[src/rtl/vga_clock_pkg.sv]
// Shared types and constants for the VGA clock pushbutton front end.
// Default timings assume the 31.5 MHz pixel clock.
package vga_clock_pkg;

  typedef enum logic [1:0] {
    IDLE   = 2'd0,
    DELAY  = 2'd1,
    REPEAT = 2'd2
  } rpt_state_t;

  localparam int BTN_SEC = 0;
  localparam int BTN_MIN = 1;
  localparam int BTN_HRS = 2;

  // ~2.1 ms debounce, ~0.5 s until auto-repeat, then ~8 steps per second
  localparam int DEF_DEBOUNCE_CYCLES = 65536;
  localparam int DEF_REPEAT_DELAY    = 16000000;
  localparam int DEF_REPEAT_PERIOD   = 4000000;

  function automatic int max_int(input int a, input int b);
    return (a > b) ? a : b;
  endfunction

endpackage

[src/rtl/btn_debounce.sv]
// One-bit synchroniser followed by a stable-count debouncer.
// The clean level only changes after DEBOUNCE_CYCLES consecutive disagreeing samples.
module btn_debounce #(
  parameter int SYNC_STAGES     = 2,
  parameter int DEBOUNCE_CYCLES = 65536
) (
  input  logic clk_i,
  input  logic rst_n_i,
  input  logic raw_i,
  output logic level_o
);

  localparam int CNT_W = $clog2(DEBOUNCE_CYCLES + 1);

  logic [SYNC_STAGES-1:0] sync_q, sync_d;
  logic                   level_q, level_d;
  logic [CNT_W-1:0]       cnt_q, cnt_d;

  // Next-state logic: shift the synchroniser and run the stability counter
  always_comb begin
    sync_d  = {sync_q[SYNC_STAGES-2:0], raw_i};
    level_d = level_q;
    cnt_d   = '0;
    if (sync_q[SYNC_STAGES-1] != level_q) begin
      if (cnt_q == CNT_W'(DEBOUNCE_CYCLES - 1)) begin
        level_d = ~level_q;
        cnt_d   = '0;
      end else begin
        cnt_d = cnt_q + CNT_W'(1);
      end
    end else begin
      cnt_d = '0;
    end
  end

  // State registers with synchronous active-low reset
  always_ff @(posedge clk_i) begin
    if (!rst_n_i) begin
      sync_q  <= '0;
      level_q <= 1'b0;
      cnt_q   <= '0;
    end else begin
      sync_q  <= sync_d;
      level_q <= level_d;
      cnt_q   <= cnt_d;
    end
  end

  assign level_o = level_q;

endmodule

[src/rtl/vga_clock_button_ctrl.sv]
// Time-set button conditioning for the VGA clock: debounce each pad and
// turn a press into one increment strobe, with hold-to-auto-repeat.
module vga_clock_button_ctrl
  import vga_clock_pkg::*;
#(
  parameter int NUM_BTN         = 3,
  parameter int SYNC_STAGES     = 2,
  parameter int DEBOUNCE_CYCLES = DEF_DEBOUNCE_CYCLES,
  parameter int REPEAT_DELAY    = DEF_REPEAT_DELAY,
  parameter int REPEAT_PERIOD   = DEF_REPEAT_PERIOD
) (
  input  logic               wb_clk_i,
  input  logic               wb_rst_n,
  input  logic [NUM_BTN-1:0] btn_raw,
  output logic [NUM_BTN-1:0] btn_oeb,
  output logic [NUM_BTN-1:0] btn_level,
  output logic [NUM_BTN-1:0] inc_pulse,
  output logic               any_held
);

  localparam int RPT_W = $clog2(max_int(REPEAT_DELAY, REPEAT_PERIOD) + 1);

  logic [NUM_BTN-1:0] level_s;
  logic [NUM_BTN-1:0] pulse_s;
  logic               any_held_q, any_held_d;

  // Pads are input-only, so output drivers stay disabled even in reset
  assign btn_oeb = {NUM_BTN{1'b1}};

  for (genvar g = 0; g < NUM_BTN; g++) begin : g_btn
    rpt_state_t       state_q, state_d;
    logic [RPT_W-1:0] rpt_q, rpt_d;
    logic             pulse_q, pulse_d;

    btn_debounce #(
      .SYNC_STAGES    (SYNC_STAGES),
      .DEBOUNCE_CYCLES(DEBOUNCE_CYCLES)
    ) u_debounce (
      .clk_i  (wb_clk_i),
      .rst_n_i(wb_rst_n),
      .raw_i  (btn_raw[g]),
      .level_o(level_s[g])
    );

    // Repeat FSM; a release takes priority over a coincident terminal count
    always_comb begin
      state_d = state_q;
      rpt_d   = rpt_q;
      pulse_d = 1'b0;
      case (state_q)
        IDLE: begin
          rpt_d = '0;
          if (level_s[g]) begin
            pulse_d = 1'b1;
            state_d = DELAY;
          end else begin
            state_d = IDLE;
          end
        end
        DELAY: begin
          if (!level_s[g]) begin
            state_d = IDLE;
            rpt_d   = '0;
          end else if (rpt_q == RPT_W'(REPEAT_DELAY - 1)) begin
            pulse_d = 1'b1;
            rpt_d   = '0;
            state_d = REPEAT;
          end else begin
            rpt_d = rpt_q + RPT_W'(1);
          end
        end
        REPEAT: begin
          if (!level_s[g]) begin
            state_d = IDLE;
            rpt_d   = '0;
          end else if (rpt_q == RPT_W'(REPEAT_PERIOD - 1)) begin
            pulse_d = 1'b1;
            rpt_d   = '0;
          end else begin
            rpt_d = rpt_q + RPT_W'(1);
          end
        end
        default: begin
          state_d = IDLE;
          rpt_d   = '0;
        end
      endcase
    end

    // FSM state, timer and registered strobe
    always_ff @(posedge wb_clk_i) begin
      if (!wb_rst_n) begin
        state_q <= IDLE;
        rpt_q   <= '0;
        pulse_q <= 1'b0;
      end else begin
        state_q <= state_d;
        rpt_q   <= rpt_d;
        pulse_q <= pulse_d;
      end
    end

    assign pulse_s[g] = pulse_q;
  end

  // Any button currently held, one cycle behind btn_level
  always_comb begin
    any_held_d = |level_s;
  end

  // any_held register
  always_ff @(posedge wb_clk_i) begin
    if (!wb_rst_n) begin
      any_held_q <= 1'b0;
    end else begin
      any_held_q <= any_held_d;
    end
  end

  assign btn_level = level_s;
  assign inc_pulse = pulse_s;
  assign any_held  = any_held_q;

endmodule

[config.mk]
export PLATFORM = sky130hd
export DESIGN_NAME = vga_clock_button_ctrl
export DESIGN_NICKNAME = d
export VERILOG_FILES = /design/src/rtl/vga_clock_pkg.sv /design/src/rtl/btn_debounce.sv /design/src/rtl/vga_clock_button_ctrl.sv
export SDC_FILE = /design/constraint.sdc
export NUM_CORES = 1
export LEC_CHECK = 0
export ABC_AREA = 1
export CAP_MARGIN = 20
export CORE_MARGIN = 2
export CORE_UTILIZATION = 59
export CTS_CLUSTER_DIAMETER = 80
export DETAILED_ROUTE_END_ITERATION = 8
export MAX_ROUTING_LAYER = met4
export PLACE_DENSITY = 0.76
export SETUP_SLACK_MARGIN = 0.4
export SLEW_MARGIN = 20
export SYNTH_ARGS = -nofsm -noshare
export SYNTH_HDL_FRONTEND = slang
export SYNTH_SLANG_ARGS = --single-unit
[constraint.sdc]
create_clock -name wb_clk_i -period 3.6 [get_ports wb_clk_i]
set_input_delay 0.36 -clock wb_clk_i [delete_from_list [all_inputs] [get_ports wb_clk_i]]
set_output_delay 0.36 -clock wb_clk_i [all_outputs]
set_load 0.02 [all_outputs]
==> results.json <==
{
  "status": "finished, final reports clean",
  "rows": 40,
  "arrival_ns": 2.97,
  "antenna_found_initial": 0,
  "netSwitchingPower_uw": 706,
  "areaGrowthSynthToFinish_pct": 11.0,
  "drt-total-wl_um": 13100,
  "async_reset_ff_share_pct": 0,
  "tightest_slew_ns": 0.497,
  "timing.hold.ws_ns": 0.413,
  "final_area_um2": 7920,
  "synth.top_cell.area_share_pct": 39.8,
  "netlist_instances": 1020,
  "dp.cells": 1161,
  "setup_viol": 0,
  "grt_pass1_vias": 5539,
  "cts_resized": 0,
  "root_buffer": "clkbuf_16",
  "num_io_pins": 15,
  "crit_fanout": 11,
  "routabilityCongestion": 0.875,
  "ys_top_cells_by_area": "dfxtp_1, nor2_1, nand2_1",
  "setup_tns_ns": 0,
  "synth_ff_type": "dfxtp_1",
  "routedWlPerCell_um": 11.0,
  "p_leak_nw": 3.00,
  "place_ws_ns": 1.04,
  "clk_pin_slew_ns": 0.06,
  "hold_path.class": "reg2reg",
  "rsz0062_at_grt": "false",
  "fill_cells": 1038,
  "cp-end-kind": "flip-flop",
  "p_sw_share_pct": 20.2,
  "setup_ws_ns": 0.945,
  "critPathLaunchType": "flip-flop",
  "clk_latency_ns": 0.43,
  "synth_seq_cells": 142,
  "grt_start_max_net_pins": 25,
  "maxSlewViolCount": 0,
  "start_util_pct": 59.9,
  "final_common_cell": "nor2_1",
  "fin_crit_sh_pct": 73.7,
  "clock.fmax_mhz": 377,
  "post-cts-setup-buffers": 0,
  "core-area_um2": 11900,
  "track_usage_pct": 22.8,
  "drtAntennaViolNets": 0,
  "cts_tree": "yes",
  "layout_common_cells": "nor2_1, nand2_1, inv_1, dfxtp_1, nand3_1",
  "vias_per_cell": 4.96,
  "relSlewSlack_pct": 66.8,
  "finalCriticalPeriod_ns": 2.65,
  "grt_pass1_wl_um": 23500,
  "intPower_mw": 2.79,
  "synth_top_area_cell": "dfxtp_1",
  "finalHoldViolCount": 0,
  "syn_area_um2": 7130,
  "skew_ns": 0.00664,
  "drcViolationCount": 0,
  "drt_iter0_markers": 486,
  "post_dp_cell_area_um2": 7290,
  "critPathKind": "reg2reg",
  "layout.cells.non_filler": 1193,
  "globalRouteOverflowTotal": 0,
  "die_y_um": 114,
  "yosysWarnings": 0,
  "clkSinkCount": 142,
  "irDropWorstVdd_v": 0.000447,
  "yosysUniqueCellTypes": 38,
  "dieArea_um2": 13000,
  "hold_buffers": 0,
  "diodes": 0,
  "htreeDepth": 4,
  "port_buffers": 11,
  "drive_above_1_share_pct": 6.79,
  "die_w_um": 114,
  "synth_edf_count": 0,
  "power.share.clock_pct": 54.1,
  "cts_made_buffers": 17,
  "p_per_area_nw_per_um2": 441,
  "drtPass1Iterations": 5,
  "vias": 5918,
  "crit_required_ns": 3.92,
  "avgSynthCellArea_um2": 6.99,
  "layout.nets": 1059,
  "p_seq_share_pct": 45.1,
  "max_cap_violations": 0,
  "cts_buffer_depth": 2,
  "dp_hpwl_um": 9090,
  "ys_seq_area_share_pct": 39.8,
  "p_comb_share_pct": 0.8
}
==> registers in the layout (all words and copies together) (netlist names) <==
register and flops:
any_held 1, g_btn.pulse_q 3, g_btn.rpt_q 72, g_btn.state_q 6, g_btn.u_debounce.cnt_q 51, g_btn.u_debounce.level_o 3, g_btn.u_debounce.sync_q 6
==> cell type report <==
class | count | area (um^2) | area share (%)
timing repair buffer | 12 | 118 | 1.48
clock buffer | 21 | 460 | 5.81
multi-input combinational | 713 | 3590 | 45.3
sequential | 142 | 2840 | 35.9
tap | 147 | 184 | 2.32
clock inverter | 11 | 176 | 2.23
inverter | 147 | 552 | 6.96
==> cells by family (layout without fill, tap and decap cells) <==
family / Yosys count / count (layout) / synth area share, %
AOI/OAI and AO/OA: 83 / 83 / 6.24
and+or+nand+nor: 554 / 554 / 33.8
xor gates and xnor gates: 52 / 52 / 6.38
adders and majority gates: 21 / 21 / 3.68
buffers and inverters: 167 / 191 / 9.94
other: 1 / 3 / 0.0526
DFF: 142 / 142 / 39.8
==> final timing paths <==
check,startpoint,end,slack [ns],depth (start not counted)
worst max-delay path,g_btn[2].u_debounce.cnt_q[0],g_btn[2].u_debounce.cnt_q[10],0.95,15
worst min-delay path,g_btn[1].u_debounce.sync_q[0],g_btn[1].u_debounce.sync_q[1],0.41,2
worst max register to register,g_btn[2].u_debounce.cnt_q[0],g_btn[2].u_debounce.cnt_q[10],0.95,15
worst min register to register,g_btn[1].u_debounce.sync_q[0],g_btn[1].u_debounce.sync_q[1],0.41,2
==> cell usage after synthesis (3+ instances only) <==
cell type and instances:
buf_4 9, nor2_1 207, a21oi_1 35, inv_1 145, xor2_1 36, nand3_1 54, nand4_1 17, ha_1 21
buf_6 6, buf_2 3, nor2_4 4, nand2_1 206, nand2_2 11, o21ai_0 36, nor3_1 33, xnor2_1 16
nor2_2 3, dfxtp_1 142, or2_2 7, nand3_2 3, nor3_2 3
==> layer usage <==
| metal | share of wire [%] | global-route usage [%] |
|---|---|---|
| met1 | 49 | 28.4 |
| met2 | 45 | 35.6 |
| met3 | 3.7 | 6.00 |
| met4 | 1.7 | 8.54 |
| met5 | 0 | - |
==> power groups by stage <==
stage	Sequential, mW	Combinational [mW]	Clock (mW)
detailed placement	1.61	0.0270	0
floorplan	1.61	0.0211	0
global placement	1.61	0.0266	0
global route	1.58	0.0310	1.99
finish	1.58	0.0270	1.89
CTS	1.58	0.0272	1.92
==> critical path, cell delays in order (launching register included) <==
cell,delay [ns]
dfxtp_1,0.35
ha_1,0.17
nand2_1,0.06
inv_1,0.07
nand2_1,0.09
nor2_1,0.20
nand3_1,0.15
nor2_1,0.24
nand2_1,0.11
nor2_1,0.10
ha_1,0.15
inv_1,0.06
nand4_1,0.38
inv_1,0.22
o21ai_0,0.13
a21oi_1,0.05
==> per-stage QoR <==
stage | util, % | total power [mW]
2_1_floorplan | - | 1.63
3_3_place_gp | 61.2 | 1.64
3_5_place_dp | 61.2 | 1.64
4_1_cts | 66.5 | 3.53
5_1_grt | 66.5 | 3.59
6_report | 66.5 | 3.50
Note: power is estimated with default switching activity, not from simulation.
